$ cat src/rtl/uart_tx_arbiter.sv
// Round-robin arbiter sharing the UART transmit FIFO write port among NumReq
// byte-stream requesters; a grant is held for a whole packet (bounded by MaxBurst).
module uart_tx_arbiter #(
    parameter int NumReq     = 4,
    parameter int DataWidth  = 8,
    parameter int MaxBurst   = 16,
    parameter int StallLimit = 64
) (
    input  logic                          clk_i,
    input  logic                          rst_ni,
    input  logic [NumReq-1:0]             req_valid_i,
    input  logic [NumReq-1:0]             req_last_i,
    input  logic [NumReq*DataWidth-1:0]   req_data_i,
    output logic [NumReq-1:0]             req_ready_o,
    input  logic                          fifo_full_i,
    output logic                          fifo_wr_en_o,
    output logic [DataWidth-1:0]          fifo_wr_data_o,
    output logic [$clog2(NumReq)-1:0]     grant_id_o,
    output logic                          busy_o,
    output logic                          stall_release_o
);

    localparam int IdW    = $clog2(NumReq);
    localparam int ScanW  = IdW + 1;
    localparam int BurstW = $clog2(MaxBurst + 1);
    localparam int StallW = $clog2(StallLimit + 1);

    localparam logic [BurstW-1:0] BurstLast = BurstW'(MaxBurst);
    localparam logic [StallW-1:0] StallLast = StallW'(StallLimit - 1);
    localparam logic [IdW-1:0]    IdTop     = IdW'(NumReq - 1);
    localparam logic [ScanW-1:0]  ScanWrap  = ScanW'(NumReq);

    typedef enum logic [0:0] {
        IDLE  = 1'b0,
        GRANT = 1'b1
    } state_e;

    state_e              state_r, state_s;
    logic [IdW-1:0]      grant_r, grant_s;
    logic [IdW-1:0]      rr_ptr_r, rr_ptr_s;
    logic [BurstW-1:0]   burst_cnt_r, burst_cnt_s;
    logic [StallW-1:0]   stall_cnt_r, stall_cnt_s;

    logic [IdW-1:0]      winner_s;
    logic                found_s;
    logic [ScanW-1:0]    scan_idx_s;

    logic                granted_s;
    logic                g_valid_s;
    logic                g_last_s;
    logic [DataWidth-1:0] g_data_s;
    logic                xfer_s;
    logic                burst_hit_s;
    logic                stall_hit_s;
    logic                release_s;
    logic [IdW-1:0]      next_ptr_s;

    // Round-robin search: first valid requester at or after rr_ptr, wrapping.
    always_comb begin
        winner_s   = '0;
        found_s    = 1'b0;
        scan_idx_s = '0;
        for (int i = 0; i < NumReq; i++) begin
            scan_idx_s = {1'b0, rr_ptr_r} + ScanW'(i);
            if (scan_idx_s >= ScanWrap) begin
                scan_idx_s = scan_idx_s - ScanWrap;
            end else begin
                scan_idx_s = scan_idx_s;
            end
            if (!found_s && req_valid_i[scan_idx_s[IdW-1:0]]) begin
                found_s  = 1'b1;
                winner_s = scan_idx_s[IdW-1:0];
            end else begin
                found_s  = found_s;
            end
        end
    end

    // Owner's handshake view and the release conditions.
    always_comb begin
        granted_s   = (state_r == GRANT);
        g_valid_s   = req_valid_i[grant_r];
        g_last_s    = req_last_i[grant_r];
        g_data_s    = req_data_i[int'(grant_r) * DataWidth +: DataWidth];
        xfer_s      = granted_s & g_valid_s & ~fifo_full_i;
        burst_hit_s = ((burst_cnt_r + BurstW'(1)) == BurstLast);
        // A full FIFO with valid high is backpressure; only a missing valid counts as stall.
        stall_hit_s = granted_s & ~g_valid_s & (stall_cnt_r == StallLast);
        release_s   = (xfer_s & (g_last_s | burst_hit_s)) | stall_hit_s;
        if (grant_r == IdTop) begin
            next_ptr_s = '0;
        end else begin
            next_ptr_s = grant_r + IdW'(1);
        end
    end

    // Next-state logic for the IDLE/GRANT machine and its counters.
    always_comb begin
        state_s     = state_r;
        grant_s     = grant_r;
        rr_ptr_s    = rr_ptr_r;
        burst_cnt_s = burst_cnt_r;
        stall_cnt_s = stall_cnt_r;
        case (state_r)
            IDLE: begin
                if (found_s) begin
                    state_s     = GRANT;
                    grant_s     = winner_s;
                    burst_cnt_s = '0;
                    stall_cnt_s = '0;
                end else begin
                    state_s     = IDLE;
                end
            end
            GRANT: begin
                if (release_s) begin
                    state_s     = IDLE;
                    rr_ptr_s    = next_ptr_s;
                    burst_cnt_s = '0;
                    stall_cnt_s = '0;
                end else if (xfer_s) begin
                    burst_cnt_s = burst_cnt_r + BurstW'(1);
                    stall_cnt_s = '0;
                end else if (!g_valid_s) begin
                    stall_cnt_s = stall_cnt_r + StallW'(1);
                end else begin
                    stall_cnt_s = stall_cnt_r;
                end
            end
            default: begin
                state_s     = IDLE;
                burst_cnt_s = '0;
                stall_cnt_s = '0;
            end
        endcase
    end

    // Output decode; everything is quiet outside GRANT.
    always_comb begin
        req_ready_o     = '0;
        fifo_wr_en_o    = xfer_s;
        fifo_wr_data_o  = '0;
        grant_id_o      = '0;
        busy_o          = granted_s;
        stall_release_o = stall_hit_s;
        if (granted_s) begin
            req_ready_o[grant_r] = ~fifo_full_i;
            fifo_wr_data_o       = g_data_s;
            grant_id_o           = grant_r;
        end else begin
            req_ready_o          = '0;
        end
    end

    // State and counter registers.
    always_ff @(posedge clk_i or negedge rst_ni) begin
        if (!rst_ni) begin
            state_r     <= IDLE;
            grant_r     <= '0;
            rr_ptr_r    <= '0;
            burst_cnt_r <= '0;
            stall_cnt_r <= '0;
        end else begin
            state_r     <= state_s;
            grant_r     <= grant_s;
            rr_ptr_r    <= rr_ptr_s;
            burst_cnt_r <= burst_cnt_s;
            stall_cnt_r <= stall_cnt_s;
        end
    end

endmodule
$ cat config.mk
export PLATFORM = sky130hd
export DESIGN_NAME = uart_tx_arbiter
export DESIGN_NICKNAME = d
export VERILOG_FILES = /design/src/rtl/uart_tx_arbiter.sv
export SDC_FILE = /design/constraint.sdc
export NUM_CORES = 1
export LEC_CHECK = 0
export CELL_PAD_IN_SITES_DETAIL_PLACEMENT = 1
export CELL_PAD_IN_SITES_GLOBAL_PLACEMENT = 1
export CORE_MARGIN = 2
export CORE_UTILIZATION = 33
export CTS_BUF_LIST = sky130_fd_sc_hd__clkbuf_16
export DETAILED_ROUTE_END_ITERATION = 16
export GPL_ROUTABILITY_DRIVEN = 0
export PLACE_DENSITY = 0.9
export SYNTH_ARGS = -nofsm -noshare
export SYNTH_HDL_FRONTEND = slang
export SYNTH_SLANG_ARGS = --single-unit
$ cat constraint.sdc
create_clock -name clk_i -period 4.9 [get_ports clk_i]
set_input_delay 0.735 -clock clk_i [delete_from_list [all_inputs] [get_ports clk_i]]
set_output_delay 0.735 -clock clk_i [all_outputs]
set_load 0.005 [all_outputs]
==> results by group <==
Clock network
  – CTS tree: done
  – CTS buffer count: 3
  – Post-CTS Setup Bufs: 0
  – Clock Latency Late Sink: 0.25 ns
  – Clock slew at reported path FFs: 0.06 ns
  – Clk root buf: clkbuf_16
  – CTS resizes: 0
  – Sink Count: 17
  – Clk buf depth: 2
  – # hold bufs at CTS: 0
  – H-tree depth: 1

Yosys
  – Syn_area_per_cell: 10.29 sq um
  – Mapped Area: 1328 sq um
  – Asr flop ratio synth: 100.0%
  – EDFF count, synth: 0
  – Yosys warns: 0
  – Yosys cell types: 37
  – Syn_nets: 178
  – Sequential area share after synthesis: 32.05%
  – Synth Flop Type: dfrtp_1
  – FF+latch count, synth: 17
  – Cells after Synth: 129

Pwr
  – Clock power share: 17.9%
  – VDD IR max: 0.2092 mV
  – Leak Pwr: 0.8526 nW
  – Combinational share of power: 54.0%
  – PD cells: 449.2 nW/um^2
  – Share of power burned in registers: 28.1%
  – Sw Pwr: 0.3334 mW
  – Sw Ratio: 36.24%
  – Internal power: 0.5867 mW

Routing
  – Antenna Nets Post-Route: 0
  – Initial DRC Count: 40
  – DRC violations left: 0
  – 1st-pass router iterations: 4
  – Drt total wl: 3968 um
  – DR WL/cell: 16.60 um
  – Post-DR vias/cell: 5.418
  – Via count: 1,295

Worst setup path
  – Worst-path maximum fanout: 6
  – Crit Path Category: in2out
  – CP Cell Sequence: clkdlybuf4s50_1 > mux4_2 > nor4_4 > and2_1 > clkdlybuf4s50_1
  – CP peak stage delay: 0.59 ns
  – Worst r2r src: grant_r[0]
  – CP endpoint kind: primary output
  – Most used cell, CP: clkdlybuf4s50_1
  – Flop-to-flop setup slack: 2.36 ns
  – Reg-to-reg critical path endpoint: burst_cnt_r[2]
  – CP arrival: 2.90 ns
  – Critical path's slowest cell: mux4_2
  – Setup crit start kind: input pin
  – Worst path required time: 4.16 ns
  – Worst reg2reg path depth: 4

Floorplanning
  – Core ar.: 3943 sq um
  – Die H: 67.43 um
  – Initial core utilization: 33.67%
  – Die footprint: 4546 sq um
  – Die W: 67.43 um
  – # rows: 23
  – IO Pins: 60

Timing
  – Pins Over Slew Limit: 0
  – Fin. Hold Viols: 0
  – Final setup fails: 0
  – Worst Tran Pin Value: 0.7854 ns
  – Unrepaired setup endpoints after global routing: false
  – Clk_skew: 0.007364 ns
  – TNS Setup: 0 ns
  – Slew HR: 47.64%
  – Fin crit period: 3.635 ns
  – Fin crit share: 74.18%
  – Fmax: 275.1 MHz

Finish
  – Fin nets: 239
  – N_diodes: 0
  – Share of post-route cells with drive strength above 1: 10.58%
  – Most common cell after layout, fill and taps aside: clkdlybuf4s50_1
  – Area grow syn2layout: 54.29%
  – Final Non-Filler Cells: 239
  – Most frequent cells in the layout: clkdlybuf4s50_1, dfrtp_1, and2_1
  – Fill count: 424

Global routing
  – Largest net degree at the start of global routing: 19
  – Number of global-route vias before repair: 1,507
  – All-Layer GR Usage: 19.80%
  – First-pass GRT wire length: 6782 um
  – Remaining global-route overflow: 0
  – Initial antenna violation count: 0

Min path
  – Hold path cells: 1
  – Hold WC Path Type: reg2reg
  – HP Start: stall_cnt_r[1]
  – Hold Path End: stall_cnt_r[1]

Place
  – Dpl hpwl: 3198 um
  – Port bufs: 59
  – Placed cell count: 235

Run
  – Max_cap viols: 0

Run status
  – Outcome: finished clean
[per-layer routing]
layer | up-vias | global-route usage, % | share of wire (%)
li1 | 598 | - | -
met1 | 641 | 20.25 | 38
met2 | 48 | 38.37 | 54
met3 | 8 | 4.167 | 5.5
met4 | 0 | 8.418 | 2.2
met5 | - | 0 | 0
[kinds of logic after synthesis]
group / synth area share (%)
AOI/OAI and AO/OA: 15.83
xor gates and xnor gates: 2.640
adders and majority gates: 5.655
buffers and inverters: 3.204
DFF: 32.05
muxes: 20.26
and+or+nand+nor: 20.36
[critical path, delay by kind of cell]
family | cells | cell delay, ns
AND/OR/NAND/NOR | 2 | 0.57
multiplexers | 1 | 0.59
buffers and inverters | 2 | 1.00
[Yosys cell counts (all sizes together) (3+ instances only)]
cell type,instances,share of area (%)
dfrtp,17,32
o21ai,7,2.6
nand3,3,1.1
inv,8,2.3
nor2,11,3.1
xnor2,3,2.0
nand2,9,2.5
mux2,3,2.5
mux4,10,17
a22o,6,4.0
and2,15,7.1
ha,6,5.7
[flip-flops by register name, summed over array words and instances, names as in the netlist]
name and cells:
rr_ptr_r 2, busy_o 1, stall_cnt_r 7, grant_r 2, burst_cnt_r 5
[power by group through the flow]
stage / clock, mW / combinational [mW] / sequential [mW]
2_1_floorplan: 0 / 0.311 / 0.210
3_3_place_gp: 0 / 0.477 / 0.256
3_5_place_dp: 0 / 0.497 / 0.262
4_1_cts: 0.168 / 0.504 / 0.260
5_1_grt: 0.175 / 0.546 / 0.270
6_report: 0.165 / 0.497 / 0.259
[final cells by class]
class                   count  area (sq um)  share of cell area [%]
clock buffers               3         75.07                   3.665
inverters                   8         30.03                   1.466
well taps                  50         62.56                   3.054
multi-input cells         101         859.6                   41.97
flip-flops and latches     17         425.4                   20.77
clock inverters             1         5.005                  0.2443
repair buffers             59         590.6                   28.83
[stage by stage]
stage	area (sq um)	power, mW	setup slack (ns)	utilization [%]	hold slack (ns)
final	2048	0.9201	1.265	51.95	0.5345
after detailed placement	1968	0.7584	1.252	49.92	0.5229
after global placement	1968	0.7327	1.354	49.92	0.4966
after CTS	2048	0.9309	1.252	51.95	0.5332
after global routing	2048	0.9913	1.091	51.95	0.5395
after floorplan	1328	0.5211	2.397	-	0.4394
[worst max path at each step]
| stage | from | end | slack [ns] | cells after the start |
|---|---|---|---|---|
| after detailed placement | req_valid_i[3] | stall_release_o | 1.25 | 5 |
| after floorplan | req_valid_i[3] | stall_release_o | 2.40 | 3 |
| after CTS | req_valid_i[3] | stall_release_o | 1.25 | 5 |
| final | req_valid_i[3] | stall_release_o | 1.27 | 5 |
| after global routing | grant_r[0] | stall_release_o | 1.09 | 4 |
| after global placement | req_valid_i[3] | stall_release_o | 1.35 | 5 |
Note: power is estimated with default switching activity, not from simulation.
